## config.mk

```make
export PLATFORM = sky130hd
export DESIGN_NAME = vga_scan_gen
export DESIGN_NICKNAME = d
export VERILOG_FILES = /design/src/rtl/vga_scan_gen.sv
export SDC_FILE = /design/constraint.sdc
export NUM_CORES = 1
export LEC_CHECK = 0
export ABC_CLOCK_PERIOD_IN_PS = 3810
export BUFFER_PORTS_ARGS = -buffer_cell sky130_fd_sc_hd__buf_2
export CAP_MARGIN = 20
export CORE_MARGIN = 4
export CORE_UTILIZATION = 55
export CTS_CLUSTER_SIZE = 40
export DETAILED_ROUTE_END_ITERATION = 8
export HOLD_SLACK_MARGIN = 0.1
export PLACE_DENSITY = 0.79
export SYNTH_ARGS = -nofsm -noshare
export SYNTH_HDL_FRONTEND = slang
export SYNTH_SLANG_ARGS = --single-unit
```

## constraint.sdc

```tcl
create_clock -name Clk -period 3.81 [get_ports Clk]
set_input_delay 0.1905 -clock Clk [delete_from_list [all_inputs] [get_ports Clk]]
set_output_delay 0.1905 -clock Clk [all_outputs]
set_load 0.005 [all_outputs]
```

## src/rtl/vga_scan_gen.sv

```systemverilog
// vga_scan_gen -- VGA raster timing generator.
//
// Divides the system clock by two to form the pixel clock and walks a
// DrawX/DrawY raster across the full line/frame (visible plus blanking).
// Sync, blank, frame_tick and frame_count are all registered on the same
// Clk edge that moves the raster, so they always describe the current pixel.
//
// Ports
//   Clk          in   system clock; all state changes on its rising edge
//   Reset_n      in   synchronous active-low reset
//   vga_clk      out  pixel clock (Clk/2, registered toggle)
//   hs           out  horizontal sync, active low
//   vs           out  vertical sync, active low
//   blank        out  1 inside the visible region, 0 during blanking
//   DrawX        out  current pixel column, 0..H_TOTAL-1
//   DrawY        out  current pixel row, 0..V_TOTAL-1
//   frame_tick   out  one-Clk pulse on entry to vertical blanking
//   frame_count  out  completed visible frames, mod 256
module vga_scan_gen #(
    parameter int H_VIS        = 640,
    parameter int H_SYNC_START = 656,
    parameter int H_SYNC_END   = 752,
    parameter int H_TOTAL      = 800,
    parameter int V_VIS        = 480,
    parameter int V_SYNC_START = 490,
    parameter int V_SYNC_END   = 492,
    parameter int V_TOTAL      = 525
) (
    input  logic       Clk,
    input  logic       Reset_n,
    output logic       vga_clk,
    output logic       hs,
    output logic       vs,
    output logic       blank,
    output logic [9:0] DrawX,
    output logic [9:0] DrawY,
    output logic       frame_tick,
    output logic [7:0] frame_count
);

    localparam logic [9:0] H_VIS_W   = 10'(H_VIS);
    localparam logic [9:0] H_SS_W    = 10'(H_SYNC_START);
    localparam logic [9:0] H_SE_W    = 10'(H_SYNC_END);
    localparam logic [9:0] H_LAST_W  = 10'(H_TOTAL - 1);
    localparam logic [9:0] V_VIS_W   = 10'(V_VIS);
    localparam logic [9:0] V_SS_W    = 10'(V_SYNC_START);
    localparam logic [9:0] V_SE_W    = 10'(V_SYNC_END);
    localparam logic [9:0] V_LAST_W  = 10'(V_TOTAL - 1);
    localparam logic [9:0] V_VLAST_W = 10'(V_VIS - 1);

    logic [9:0] x_nxt;
    logic [9:0] y_nxt;
    logic       x_wrap;
    logic       enter_vblank;

    // Next raster position; sync/blank are decoded from it so the
    // registered flags line up with the registered counters.
    always_comb begin
        x_wrap       = (DrawX == H_LAST_W);
        x_nxt        = x_wrap ? 10'd0 : DrawX + 10'd1;
        y_nxt        = DrawY;
        enter_vblank = 1'b0;
        if (x_wrap) begin
            y_nxt        = (DrawY == V_LAST_W) ? 10'd0 : DrawY + 10'd1;
            enter_vblank = (DrawY == V_VLAST_W);
        end
    end

    always_ff @(posedge Clk) begin
        if (!Reset_n) begin
            vga_clk     <= 1'b0;
            DrawX       <= 10'd0;
            DrawY       <= 10'd0;
            hs          <= 1'b1;
            vs          <= 1'b1;
            blank       <= 1'b1;
            frame_tick  <= 1'b0;
            frame_count <= 8'd0;
        end else begin
            vga_clk    <= ~vga_clk;
            frame_tick <= 1'b0;
            // Pixel step happens while vga_clk is high, so the raster is
            // stable across every vga_clk rising edge.
            if (vga_clk) begin
                DrawX <= x_nxt;
                DrawY <= y_nxt;
                hs    <= ~((x_nxt >= H_SS_W) && (x_nxt < H_SE_W));
                vs    <= ~((y_nxt >= V_SS_W) && (y_nxt < V_SE_W));
                blank <= (x_nxt < H_VIS_W) && (y_nxt < V_VIS_W);
                if (enter_vblank) begin
                    frame_tick  <= 1'b1;
                    frame_count <= frame_count + 8'd1;
                end
            end
        end
    end

endmodule

```

==> results.md <==
- From synthesis to final layout, the design area changed by 12.8%.
- The routed layout has 1718 vias.
- At the worst endpoint, the required time is 4050 ps.
- The peak supply drop is 0.190 mV.
- The average wire per standard cell is 14.0 um.
- The flow ran to the end, and the final reports show no timing, DRC or antenna violations.
- The number of sinks handled by clock tree synthesis is 33.
- The clock skew after layout is 5.39 ps.
- The via count of the first global-routing pass was 1504.
- The maximum number of pins on one net before global-route repair is 26.
- The count of cells along the worst register-to-register path is 7.
- The H-tree was split into 2 levels.
- The count of TritonRoute iterations in the first routing pass is 7.
- The global-route usage over all layers is 19.8%.
- The number of design-rule violations left by the first detailed-router iteration is 76.
- The dominant combinational cell family by area after synthesis is simple AND/OR/NAND/NOR gates.
- The most common flop cell mapped by yosys is dfxtp_1.
- For this design the ratio of total power to cell area is 331 mW/mm^2.
- The design draws 705 uW.
- The fraction of the mapped netlist area in simple logic gates is 31.7%.
- The critical setup path kind is flop to flop.
- The maximum buffer depth of the clock tree is 2.
- The category of the worst setup path capture point is a flop.
- The number of instances on the worst hold path is 2.
- The max-slew violation total from the final report is 0.
- The number of hold buffers added after CTS was 0.
- The estimated wirelength of the detail-placed design is 2960 um.
- The total wire length is 4130 um.
- The XOR/XNOR share of the synthesized area is 8.36%.
- The kind of path behind the tightest hold check is input pin to flop.
- The post-synthesis sequential element count is 33.
- At the pin with the least slew margin, the transition time is 678 ps.
- The number of endpoints failing setup at the final stage is 0.
- After clock tree synthesis, the repair step resized 0 gates.
- The number of violations of the max-capacitance limit is 0.
- Global routing used 25.3% of the available met1 tracks.
- Counting flops with a built-in enable in the synthesized netlist gives 0.
- By area the synthesized netlist is led by dfxtp_1 (35%), xnor2_1 (6.5%), and2_1 (4.0%), nand3_1 (3.4%), nand2_1 (3.4%).
- After clock tree synthesis, the clock-pin slew on the worst setup and hold paths is 110 ps.
- For this run, the top clock speed supported by timing is 418 MHz.
- The clock buffer count from CTS is 5.
- The sequential cells in the finished layout cover a total of 661 um^2.
- Clock latency on the worst-skew pair, taken at its later pin, is 330 ps.
- The proportion of synthesized flip-flops having asynchronous set or reset is 0%.
- The floorplan has 21 rows.
- The average size of a mapped cell is 8.54 um^2.
- The core region is 0.00334 mm^2.
- The number of antenna diodes in the final layout is 0.
- Counting tap cells, the placed design contains a total of 287 instances.
- Once the floorplan was initialized, standard cells occupied 56.5% of the core.
- The first global-routing pass estimated 6780 um of wire.
- The final critical path takes up 62.9% of the cycle.
- The routability congestion estimate is 0.918.
- Yosys printed 0 warnings.
- The post-route netlist has 18.5% of its cells at a drive strength greater than 1.
- The leakage power figure is 0.000868 uW.
- The number of nets at the end of the flow is 255.
- After detailed routing, the number of vias per cell comes to 5.82.
- The top cell type by total area after synthesis is dfxtp_1.
- The die is 66.6 um tall.
- The count of cells in the finished layout, fillers not included, comes to 295.
- For this run, the register share of the synthesized area comes to 35.0%.
- The count of buffers added on input and output ports is 34.
- 35 I/O pins were placed.
- The number of antenna violations at the first check in global routing is 0.
- The clock tree from TritonCTS is done.
- The post-CTS setup buffer count is 0.
- The floorplan die area is 0.00443 mm^2.
- The setup TNS is 0 ps.
- The share of the synthesized area in compound gates (AO/OA/AOI/OAI) is 14.5%.
- Global routing consumed, on the met3 layer, 4.05% of the routing resources.
- For this run the aggregate overflow at the end of global routing stands at 0.
- The die is 66.6 um wide.
- The worst path in the final design needs a cycle of 2400 ps, including I/O delays and setup.
- Global routing used 31.3% of the available met2 tracks.
- In this run the cell area of the synthesized design comes to 0.00189 mm^2.
- Setup repair after global routing left no endpoint under its margin.
- The global routing stage identified its most utilized layer as met2.
- The cell chosen for the clock root is clkbuf_4.
- The multi-input combinational cells in the finished layout cover a total of 0.00112 mm^2.
- Of all nets on the critical path, the largest fanout is 10.
- At the worst endpoint, the arrival time is 2640 ps.
- The portion of netlist area occupied by mux cells is 1.59%.
- When the netlist entered floorplanning its net count stood at 228.
- The final antenna-violating net count is 0.
- The fill cell total of the finished layout is 292.
- The remaining max-slew budget at the tightest pin is 54.7%.
- STA classifies the critical path startpoint as a flop.
- The instance count of the mapped netlist is 221.
- The final routed DRC violation total is 0.
- The adder and majority gate portion of the synthesized area is 3.32%.
- The number of hold-slack violations in the final timing report is 0.
- The number of different library cells used by synthesis comes to 44.
- Of the post-synthesis cell area, the dominant cell type holds 35.0%.
-- state kept, by name, indices dropped and copies added, names as in the netlist --
name,flops
vs,1
hs,1
frame_count,8
DrawY,10
vga_clk,1
blank,1
DrawX,10
frame_tick,1
-- layer usage --
layer | vias to the layer above | wire length [um]
li1 | 848 | -
met1 | 795 | 1890
met2 | 66 | 1890
met3 | 9 | 258
met4 | 0 | 82
met5 | - | 0
-- critical path, cell delays in order, from the launching register on --
cell and delay [ps]:
dfxtp_1 470, ha_1 250, and4_1 320, and3_1 450
and2_1 360, nand4_1 150, xnor2_1 140, and2_1 150
-- area by class of cell --
| type | count | area share, % |
|---|---|---|
| multi-input combinational | 170 | 52.7 |
| inverter | 4 | 0.705 |
| tap | 46 | 2.70 |
| sequential | 33 | 31.0 |
| clock inverter | 3 | 3.06 |
| clock buffer | 5 | 1.76 |
| timing repair buffer | 34 | 8.00 |
-- kinds of logic (layout without fill, tap and decap cells) --
logic type | count (synthesis) | after routing
muxes | 3 | 3
AOI/OAI and AO/OA | 42 | 42
buffers and inverters | 18 | 46
xor gates and xnor gates | 18 | 18
adders and majority gates | 5 | 5
DFF | 33 | 33
and+or+nand+nor | 102 | 102
-- synthesized netlist by cell type, drive strengths merged, types with 3 or more instances --
cell	n
dfxtp	33
nand2	18
nand3	14
xnor2	14
and2	12
nor2	11
o21ai	11
buf	10
nand4	10
a21oi	9
and3	7
nor2b	7
nand2b	6
ha	5
o31ai	5
a31oi	4
and4	4
clkbuf	4
inv	4
xor2	4
mux2i	3
nor3	3
nor4	3
o211ai	3
-- power breakdown --
part           total, uW  internal, uW  switching [uW]
Clock                326           203             123
Combinational       21.8          9.17            12.6
Sequential           357           348            8.92
Total                705           560             145
-- per-stage QoR --
stage | utilization, % | area, um^2 | hold WS (ps) | setup WS [ps]
2_1_floorplan | - | 1890 | 295 | 1840
3_3_place_gp | 60.7 | 2030 | 481 | 1500
3_5_place_dp | 60.7 | 2030 | 496 | 1450
4_1_cts | 63.8 | 2130 | 291 | 1440
5_1_grt | 63.8 | 2130 | 306 | 1170
6_report | 63.8 | 2130 | 297 | 1410
-- layout by cell type, fill, tap and decap left out, types with 2 or more instances in the layout --
master,n
nand2_1,17
ha_1,5
nand4_1,10
clkbuf_4,5
and3_1,7
buf_2,34
a21o_1,2
nand3_1,13
nand2b_1,6
nor2_1,11
o211ai_1,2
inv_1,4
bufinv_16,2
and4_1,4
mux2i_1,3
nor2b_1,7
and2_1,12
xnor2_1,14
a31oi_1,4
o31ai_1,5
nand3b_1,2
dfxtp_1,33
nor4_1,3
xor2_1,4
nor3_1,3
o21ai_0,11
a21oi_1,9
-- path summary, 6_finish.rpt --
| path | from | endpoint | slack, ps |
|---|---|---|---|
| max | DrawX[0] | frame_count[6] | 1410 |
| min | Reset_n | DrawX[8] | 300 |
| max reg2reg | DrawX[0] | frame_count[6] | 1410 |
| min reg2reg | vs | vs | 510 |
(Power assumes the default switching activity.)
